### config.mk
export PLATFORM = sky130hd
export DESIGN_NAME = mem_stage
export DESIGN_NICKNAME = d
export VERILOG_FILES = /design/src/rtl/mem_stage.sv
export SDC_FILE = /design/constraint.sdc
export NUM_CORES = 1
export LEC_CHECK = 0
export CAP_MARGIN = 20
export CELL_PAD_IN_SITES_DETAIL_PLACEMENT = 1
export CELL_PAD_IN_SITES_GLOBAL_PLACEMENT = 2
export CORE_MARGIN = 3
export CORE_UTILIZATION = 21
export DETAILED_ROUTE_END_ITERATION = 12
export HOLD_SLACK_MARGIN = 0.12
export PLACE_DENSITY = 0.81
export SYNTH_ARGS = -nofsm -noshare
export SYNTH_HDL_FRONTEND = slang
export SYNTH_SLANG_ARGS = --single-unit
### constraint.sdc
create_clock -name clk -period 1.2 [get_ports clk]
set_input_delay 0.12 -clock clk [delete_from_list [all_inputs] [get_ports clk]]
set_output_delay 0.12 -clock clk [all_outputs]
set_load 0.01 [all_outputs]
### src/rtl/mem_stage.sv
// Memory-access stage: data-memory req/ack handshake, upstream stall, and the MEM/WB register.
// Build with MEM_TIMEOUT_EN defined to abort accesses that stay unacknowledged for TIMEOUT_CYCLES.
module mem_stage #(
    parameter int DATA_BIT_WIDTH = 32,
    parameter int ADDR_BITS      = 14,
    parameter int RESET_VALUE    = 0,
    parameter int TIMEOUT_CYCLES = 255
) (
    input  logic                      clk,
    input  logic                      reset,
    input  logic [DATA_BIT_WIDTH-1:0] pcIncrementedIn,
    input  logic [DATA_BIT_WIDTH-1:0] aluResultIn,
    input  logic [DATA_BIT_WIDTH-1:0] condRegResultIn,
    input  logic [DATA_BIT_WIDTH-1:0] regData2In,
    input  logic [3:0]                regWriteNoIn,
    input  logic                      wrMemIn,
    input  logic                      wrRegIn,
    input  logic [1:0]                dstRegMuxSelIn,
    output logic                      mem_req,
    output logic                      mem_we,
    output logic [ADDR_BITS-1:0]      mem_addr,
    output logic [DATA_BIT_WIDTH-1:0] mem_wdata,
    input  logic [DATA_BIT_WIDTH-1:0] mem_rdata,
    input  logic                      mem_ack,
    output logic                      stall,
    output logic [DATA_BIT_WIDTH-1:0] wbDataOut,
    output logic [3:0]                wbRegNoOut,
    output logic                      wbWrRegOut,
    output logic                      mem_err
);

    typedef enum logic [1:0] {IDLE, WAIT, DONE} state_t;

    localparam logic [DATA_BIT_WIDTH-1:0] RST_DATA = DATA_BIT_WIDTH'(RESET_VALUE);
    localparam logic [ADDR_BITS-1:0]      RST_ADDR = ADDR_BITS'(RESET_VALUE);
    localparam logic [3:0]                RST_REG  = 4'(RESET_VALUE);
    localparam logic                      RST_WR   = 1'(RESET_VALUE);

    state_t                    state_q, state_d;
    logic                      mem_req_q, mem_req_d;
    logic                      mem_we_q, mem_we_d;
    logic [ADDR_BITS-1:0]      mem_addr_q, mem_addr_d;
    logic [DATA_BIT_WIDTH-1:0] mem_wdata_q, mem_wdata_d;
    logic [DATA_BIT_WIDTH-1:0] rdata_q, rdata_d;
    logic [DATA_BIT_WIDTH-1:0] wb_data_q, wb_data_d;
    logic [3:0]                wb_reg_no_q, wb_reg_no_d;
    logic                      wb_wr_reg_q, wb_wr_reg_d;
    logic                      mem_err_q, mem_err_d;

`ifdef MEM_TIMEOUT_EN
    localparam int CNT_W = ($clog2(TIMEOUT_CYCLES + 1) > 8) ? $clog2(TIMEOUT_CYCLES + 1) : 8;
    logic [CNT_W-1:0] cnt_q, cnt_d;
`endif

    logic                      is_store, is_load, is_access, misaligned;
    logic [DATA_BIT_WIDTH-1:0] sel_data;

    always_comb begin
        is_store   = wrMemIn;
        is_load    = wrRegIn && (dstRegMuxSelIn == 2'b01) && !wrMemIn;
        is_access  = is_store || is_load;
        misaligned = |aluResultIn[1:0];

        case (dstRegMuxSelIn)
            2'b00:   sel_data = aluResultIn;
            2'b01:   sel_data = rdata_q;
            2'b10:   sel_data = pcIncrementedIn;
            default: sel_data = condRegResultIn;
        endcase

        state_d     = state_q;
        mem_req_d   = mem_req_q;
        mem_we_d    = mem_we_q;
        mem_addr_d  = mem_addr_q;
        mem_wdata_d = mem_wdata_q;
        rdata_d     = rdata_q;
        wb_data_d   = wb_data_q;
        wb_reg_no_d = wb_reg_no_q;
        wb_wr_reg_d = 1'b0;
        mem_err_d   = 1'b0;
        stall       = 1'b0;
`ifdef MEM_TIMEOUT_EN
        cnt_d       = cnt_q;
`endif

        case (state_q)
            IDLE: begin
                if (is_access) begin
                    if (misaligned) begin
                        mem_err_d = 1'b1;
                    end else begin
                        stall       = 1'b1;
                        state_d     = WAIT;
                        mem_req_d   = 1'b1;
                        mem_we_d    = is_store;
                        mem_addr_d  = aluResultIn[ADDR_BITS+1:2];
                        mem_wdata_d = regData2In;
`ifdef MEM_TIMEOUT_EN
                        cnt_d       = '0;
`endif
                    end
                end else begin
                    wb_data_d   = sel_data;
                    wb_reg_no_d = regWriteNoIn;
                    wb_wr_reg_d = wrRegIn;
                end
            end
            WAIT: begin
                stall = 1'b1;
                // An ack arriving in the timeout cycle still completes normally.
                if (mem_ack) begin
                    mem_req_d = 1'b0;
                    rdata_d   = mem_rdata;
                    state_d   = DONE;
                end
`ifdef MEM_TIMEOUT_EN
                else if (cnt_q == CNT_W'(TIMEOUT_CYCLES - 1)) begin
                    mem_req_d = 1'b0;
                    rdata_d   = DATA_BIT_WIDTH'(32'hDEADBEEF);
                    mem_err_d = 1'b1;
                    state_d   = DONE;
                end else begin
                    cnt_d = cnt_q + 1'b1;
                end
`endif
            end
            DONE: begin
                wb_data_d   = is_load ? rdata_q : sel_data;
                wb_reg_no_d = regWriteNoIn;
                wb_wr_reg_d = wrRegIn && !wrMemIn;
                state_d     = IDLE;
            end
            default: state_d = IDLE;
        endcase
    end

    always_ff @(posedge clk) begin
        if (reset) begin
            state_q     <= IDLE;
            mem_req_q   <= 1'b0;
            mem_we_q    <= 1'b0;
            mem_addr_q  <= RST_ADDR;
            mem_wdata_q <= RST_DATA;
            rdata_q     <= '0;
            wb_data_q   <= RST_DATA;
            wb_reg_no_q <= RST_REG;
            wb_wr_reg_q <= RST_WR;
            mem_err_q   <= 1'b0;
`ifdef MEM_TIMEOUT_EN
            cnt_q       <= '0;
`endif
        end else begin
            state_q     <= state_d;
            mem_req_q   <= mem_req_d;
            mem_we_q    <= mem_we_d;
            mem_addr_q  <= mem_addr_d;
            mem_wdata_q <= mem_wdata_d;
            rdata_q     <= rdata_d;
            wb_data_q   <= wb_data_d;
            wb_reg_no_q <= wb_reg_no_d;
            wb_wr_reg_q <= wb_wr_reg_d;
            mem_err_q   <= mem_err_d;
`ifdef MEM_TIMEOUT_EN
            cnt_q       <= cnt_d;
`endif
        end
    end

    assign mem_req    = mem_req_q;
    assign mem_we     = mem_we_q;
    assign mem_addr   = mem_addr_q;
    assign mem_wdata  = mem_wdata_q;
    assign wbDataOut  = wb_data_q;
    assign wbRegNoOut = wb_reg_no_q;
    assign wbWrRegOut = wb_wr_reg_q;
    assign mem_err    = mem_err_q;

endmodule

==> qor.txt, run 1 <==
status -> complete, but fails checks
failing checks -> setup timing
met1 usage -> 0.208
most frequent cells after synthesis -> 159 x nand2_1, 120 x dfxtp_1, 46 x mux2i_1
IO Port Bufs -> 257
Clock Tree Root -> clkbuf_16
pre-CTS WS -> -0.749 ns
Tcrit/Tclk final -> 1.31
sequential power share -> 0.352
top cells by area, synth -> dfxtp_1 44%, mux4_2 13%, nand2_1 11%
peak supply drop -> 0.658 mV
# hold bufs at CTS -> 0
ys flop type -> dfxtp_1
number of enable flip-flop cells after synthesis -> 0
Post-Syn Instances -> 579
H-tree levels -> 4
pin count of the biggest net entering global routing -> 52
syn_area_per_cell -> 9.40 um2
Yosys reg bits -> 120
min cycle time layout -> 1.57 ns
TritonRoute pass-1 iters -> 4
Final GP Congestion -> 0.744
clock skew -> 0.00870 ns
sequential-to-total area share from yosys stat -> 0.441
final setup TNS -> -29.06 ns
P&R area growth vs syn -> 89.9%
Critical Path Start Type -> register
cell taking the most area after synthesis -> dfxtp_1
Core ar. -> 25,300 um2
total track usage -> 0.164
Max Root-Sink Buffers -> 2
final setup margin -> -0.369 ns
setup violators final -> 119
Comb power frac -> 0.207
CP max FO -> 2
max_cap viols -> 0
io pins -> 258
pwr dens -> 1190 nW/um2
DIE HEIGHT -> 167 um
DRC violations left -> 0
Post-Syn Area -> 5440 um2
Clock Power Share -> 0.441
Design Area, Final -> 10,300 um2
Synthesis Warnings -> 0
fill cell count -> 2,776
detailed router's first-iteration violation count -> 156
vias in the first global route -> 5,773
CP arrival -> 1.45 ns
Post-DRT Antenna Nets -> 0
Cell Area, Placed -> 8710 um2
critical path endpoint category -> output pin
post-synth net total -> 750
# clock sinks -> 120
RSZ-0062 raised after global routing -> true
Pint -> 9120 uW
GR peak layer -> met2
Post-Layout Cell Count -> 1,223
Routed WL -> 25,500 um
global route total overflow -> 0
met2 usage -> 0.279
first-pass GRT wire length -> 35,300 um
Cell Chain, Critical Path -> nor3_4 -> o211ai_1 -> o21ai_1 -> buf_2
routing usage on met3 -> 0.0347
routed wire length per instance -> 20.9 um
number of distinct library cells after synthesis -> 31
Detail Placement HPWL -> 16,800 um
Min Hold Slack -> 0.158 ns
total number of vias -> 5,587
Post-synth ARST share -> 0
Worst-path clk slew -> 0.06 ns
clk_lat worst skew -> 0.42 ns
initial antenna violation count -> 1
Die Span X -> 167 um
CTS tree -> yes
nets -> 1,049
Num CTS Buffers -> 17
top cell type's share of synthesized area -> 0.441
leakage power -> 0.00397 uW
layout cells sized above 1 -> 0.294
Crit Path Category -> reg2out
Least-Margin Pin Slew -> 0.329 ns
Relative slew margins -> 0.781
Final Slew Violations -> 0
slowest cell on the critical path -> dfxtp_4
Fin. Hold Viols -> 0
# rows -> 58
most common cell in the netlist -> nand2_1
Max Fclk -> 637 MHz
P_sw -> 3210 uW
DIE AREA -> 27,900 um2
switch share -> 0.261
placed insts -> 1,163
largest stage delay on the critical path -> 0.36 ns
Worst EP required -> 1.08 ns
effective utilization at floorplan -> 0.215
vias per cell -> 4.57
Hold WC Path Type -> in2reg
## final cells by class
type                            count  area [um2]  share of cell area
Timing Repair Buffer              335        3510               0.339
Multi-Input combinational cell    369        3250               0.315
Sequential cell                   120        2410               0.234
Clock buffer                       20         437              0.0422
Tap cell                          330         413              0.0399
Clock inverter                     12         175              0.0169
Inverter                           35         134              0.0129
Antenna cell                        2        5.00            0.000484
## per-layer routing
layer  wire length, um  vias to the layer above
li1                  -                     2638
met1             10900                     2772
met2             13000                      150
met3              1080                       27
met4               505                        0
met5                 0                        -
## through the flow
stage / util / power (uW)
finish: 0.408 / 12300
global route: 0.408 / 12900
CTS: 0.374 / 12100
detailed placement: 0.344 / 6560
global placement: 0.344 / 6520
floorplan: - / 5240
## path summary, 6_finish.rpt
path,cells past startpoint,from,slack (ns),end
setup / recovery,4,state_q[0],-0.37,stall
hold reg to reg,2,rdata_q[0],0.45,rdata_q[0]
setup reg to reg,5,state_q[0],-0.33,mem_addr[2]
hold / removal,4,reset,0.16,mem_addr[9]
## power groups by stage
stage	Combinational (uW)	Clock [uW]	Sequential (uW)
detailed placement	2170	0	4380
finish	2560	5440	4340
CTS	2180	5590	4290
global route	2720	5780	4360
floorplan	789	0	4450
global placement	2150	0	4380
## cell usage in the layout (no fill, tap or decap), drive strengths merged, types with 3 or more instances in the layout
master         synthesis  routed
a211oi                32      32
a21oi                 38      38
a31oi                 32      32
buf                   28      70
bufinv                 0       4
clkbuf                27      63
clkdlybuf4s15          0      21
clkdlybuf4s50          0     167
clkinv                 0       4
clkinvlp               0       3
dfxtp                120     120
dlygate4sd2            0      34
inv                   35      36
mux2i                 46      46
mux4                  32      32
nand2                159     159
nand4                  5       5
nor2                   3       3
nor3                   3       3
o21ai                  3       3
o31ai                  4       4
## sequential cells by signal, indices dropped and copies added, names as in the netlist
name,count
mem_req,1
mem_addr,14
state_q,2
rdata_q,32
wbRegNoOut,4
mem_we,1
wbDataOut,32
wbWrRegOut,1
mem_wdata,32
mem_err,1
## cells by family (layout without fill, tap and decap cells)
kind of cell	count (synthesis)	count (layout)	share of synthesized area
AND/OR/NAND/NOR	180	180	0.136
flip-flops	120	120	0.441
AO/OA/AOI/OAI	111	111	0.127
buffers and inverters	90	402	0.0784
multiplexers	78	78	0.217
other	0	2	0
## repair_timing
action / 4_1_cts / 5_1_grt
setup buffers: 4 / 8
hold endpoints to repair: 0 / 0
endpoints found under the setup margin: 205 / 154
cloned: 4 / 14
gates resized for setup: 134 / 184
pin swaps: 3 / 38
## worst max-delay path, delay by kind of cell, from the launching register on
family                 cells  cell delay, ns
DFF                        1            0.36
AOI/OAI and AO/OA          2            0.30
buffers and inverters      1            0.16
and+or+nand+nor            1            0.20
(Power assumes the default switching activity.)
==> run 2: changes to the inputs <==
Settings changed: CORE_MARGIN 3 to default.
==> run 2 against run 1 <==
The flow still finishes with violations (setup timing). Die area shrank 4.7%. Clock skew increased by 0.0025 ns. Utilization is 1.7 points lower. Clock-buffer cell count grew 1. Global-route usage up 1.6 points. Maximum frequency rose by 2.0%. Clock power fell by 8.8%. Combinational power is 9.4% lower. Largest cell class unchanged. Highest routed layer is now met5.
==> qor.txt, run 2 (same netlist as run 1, synthesis figures left out) <==
status -> complete, but fails checks
failing checks -> setup timing
Routed WL -> 23,900 um (-6.5%)
clock skew -> 0.0112 ns (+0.00245 ns)
Max Fclk -> 650 MHz (+2.0%)
peak supply drop -> 0.656 mV (-0.34%)
Core ar. -> 25,300 um2 (unchanged)
clk_lat worst skew -> 0.42 ns (about the same)
first-pass GRT wire length -> 35,200 um (-0.39%)
Detail Placement HPWL -> 15,700 um (-6.5%)
TritonRoute pass-1 iters -> 4 (unchanged)
routed wire length per instance -> 19.6 um (-6.2%)
# clock sinks -> 120 (unchanged)
Min Hold Slack -> 0.252 ns (+0.0940 ns)
total number of vias -> 5,535 (-0.93%)
Die Span X -> 163 um (-2.4%)
Final GP Congestion -> 0.734 (-1.4%)
final setup margin -> -0.339 ns (+0.0303 ns)
effective utilization at floorplan -> 0.215 (unchanged)
pin count of the biggest net entering global routing -> 74 (+42%)
Hold Crit Start -> mem_rdata[22]
most frequent cells in the layout -> 167 x clkdlybuf4s50_1, 153 x nand2_1, 117 x dfxtp_1
global route total overflow -> 0 (unchanged)
Worst-path clk slew -> 0.06 ns (about the same)
vias per cell -> 4.54 (-0.69%)
Tcrit/Tclk final -> 1.28 (-0.0253)
Design Area, Final -> 9920 um2 (-4.1%)
DRC violations left -> 0 (unchanged)
Post-Layout Cell Count -> 1,220 (-0.25%)
max_cap viols -> 0 (unchanged)
pwr dens -> 1170 nW/um2 (-2.2%)
Cell Area, Placed -> 8640 um2 (-0.80%)
r2r setup slk -> -0.34 ns (about the same)
# rows -> 58 (unchanged)
Final Slew Violations -> 0 (unchanged)
Max Root-Sink Buffers -> 2 (unchanged)
commonest non-fill, non-tap cell in the layout -> clkdlybuf4s50_1
Post-DRT Antenna Nets -> 0 (unchanged)
nets -> 1,047 (-0.19%)
final core utilization -> 0.392 (-0.0166)
H-tree levels -> 4 (unchanged)
placed insts -> 1,157 (-0.52%)
worst reg2reg startpoint -> state_q[0]
CP arrival -> 1.42 ns (-0.03 ns)
setup violators final -> 119 (unchanged)
reg2reg end -> rdata_q[31]
Fin. Hold Viols -> 0 (unchanged)
io pins -> 258 (unchanged)
DIE AREA -> 26,600 um2 (-4.7%)
fill cell count -> 2,814 (+1.4%)
layout cells sized above 1 -> 0.205 (-0.0893)
total track usage -> 0.180 (+0.0159)
Least-Margin Pin Slew -> 0.391 ns (+0.0622 ns)
leakage power -> 0.00390 uW (-1.7%)
cell depth of the worst hold path -> 3 (-1)
critical path endpoint category -> output pin
vias in the first global route -> 5,835 (+1.1%)
initial antenna violation count -> 4 (+3)
Hold WC Path Type -> in2reg
CTS tree -> yes
Relative slew margins -> 0.739 (-0.0415)
min cycle time layout -> 1.54 ns (-0.0303 ns)
IO Port Bufs -> 257 (unchanged)
Critical Path Start Type -> register
Register-to-Register Path Depth -> 9 (+4)
hold worst-path end -> rdata_q[22]
Clock Tree Root -> clkbuf_16
pre-CTS WS -> -0.722 ns (+0.0272 ns)
Crit Path Category -> reg2out
DIE HEIGHT -> 163 um (-2.4%)
CP max FO -> 2 (unchanged)
Num CTS Buffers -> 17 (unchanged)
detailed router's first-iteration violation count -> 264 (+69%)
RSZ-0062 raised after global routing -> true
P&R area growth vs syn -> 82.2%
Worst EP required -> 1.08 ns (about the same)
[run 2: cell types whose count changed in the layout (fill, tap and decap cells not counted), moves of 6 or more]
cell	previous run	this run
a31oi_4	21	0
buf_16	2	11
a211oi_2	30	6
clkdlybuf4s15_1	19	35
a31oi_1	4	32
clkbuf_16	29	18
buf_6	11	5
nand2_1	159	153
dlygate4sd2_1	34	43
a211oi_1	1	26
clkbuf_2	30	5
nand2_2	0	6
a31oi_2	7	0
[run 2: how the worst max path moves through the flow]
stage,start,endpoint
finish,state_q[0],stall
global route,state_q[0],stall
CTS,state_q[0],stall
detailed placement,aluResultIn[1],stall
global placement,aluResultIn[1],stall
floorplan,state_q[1],wbDataOut[0]
[run 2: repair_timing]
action | in CTS | in global routing
hold buffers | 1 | 0
endpoints found under the setup margin | 204 | 156
endpoints found under the hold margin | 1 | 0
pin swaps | 23 | 12
buffers inserted | 16 | 1
resized for setup | 149 | 57
cloned | 12 | 1
[run 2: per-layer routing]
layer	part of all wire	GRT usage
met2	0.50	0.307
met1	0.42	0.221
met5	0.0011	0
met4	0.022	0.0620
met3	0.051	0.0429
[run 2: final cells by class]
cell class	count	area [um2]	area share
timing repair buffer	333	3640	0.367
multi-input combinational	369	2760	0.279
sequential	120	2410	0.243
clock buffer	21	460	0.0464
tap	330	413	0.0416
inverter	35	131	0.0132
clock inverter	11	98.8	0.00997
antenna	1	2.50	0.000252
[run 2: metrics by stage]
step	power, uW	TNS [ns]
6_report	11600	-32.39
5_1_grt	12100	-39.22
3_3_place_gp	6490	-46.74
2_1_floorplan	5240	-3.47
3_5_place_dp	6520	-48.28
4_1_cts	11700	-31.41
[run 2: worst max-delay path, stage by stage (launching register included)]
cell	delay, ns
dfxtp_4	0.36
nor3_4	0.20
o211ai_1	0.16
o21ai_1	0.11
buf_2	0.18
[run 2: report_power, final]
| group | switching, uW | internal [uW] | leakage [uW] |
|---|---|---|---|
| Clock | 2010 | 2950 | 0.000269 |
| Sequential | 107 | 4190 | 0.000982 |
| Combinational | 956 | 1370 | 0.00265 |
==> run 3: changes to the inputs <==
Settings changed: CTS_CLUSTER_SIZE from default to 10.
==> results of run 3 <==
The final DEF is identical to that of run 2; final timing and power are the same.
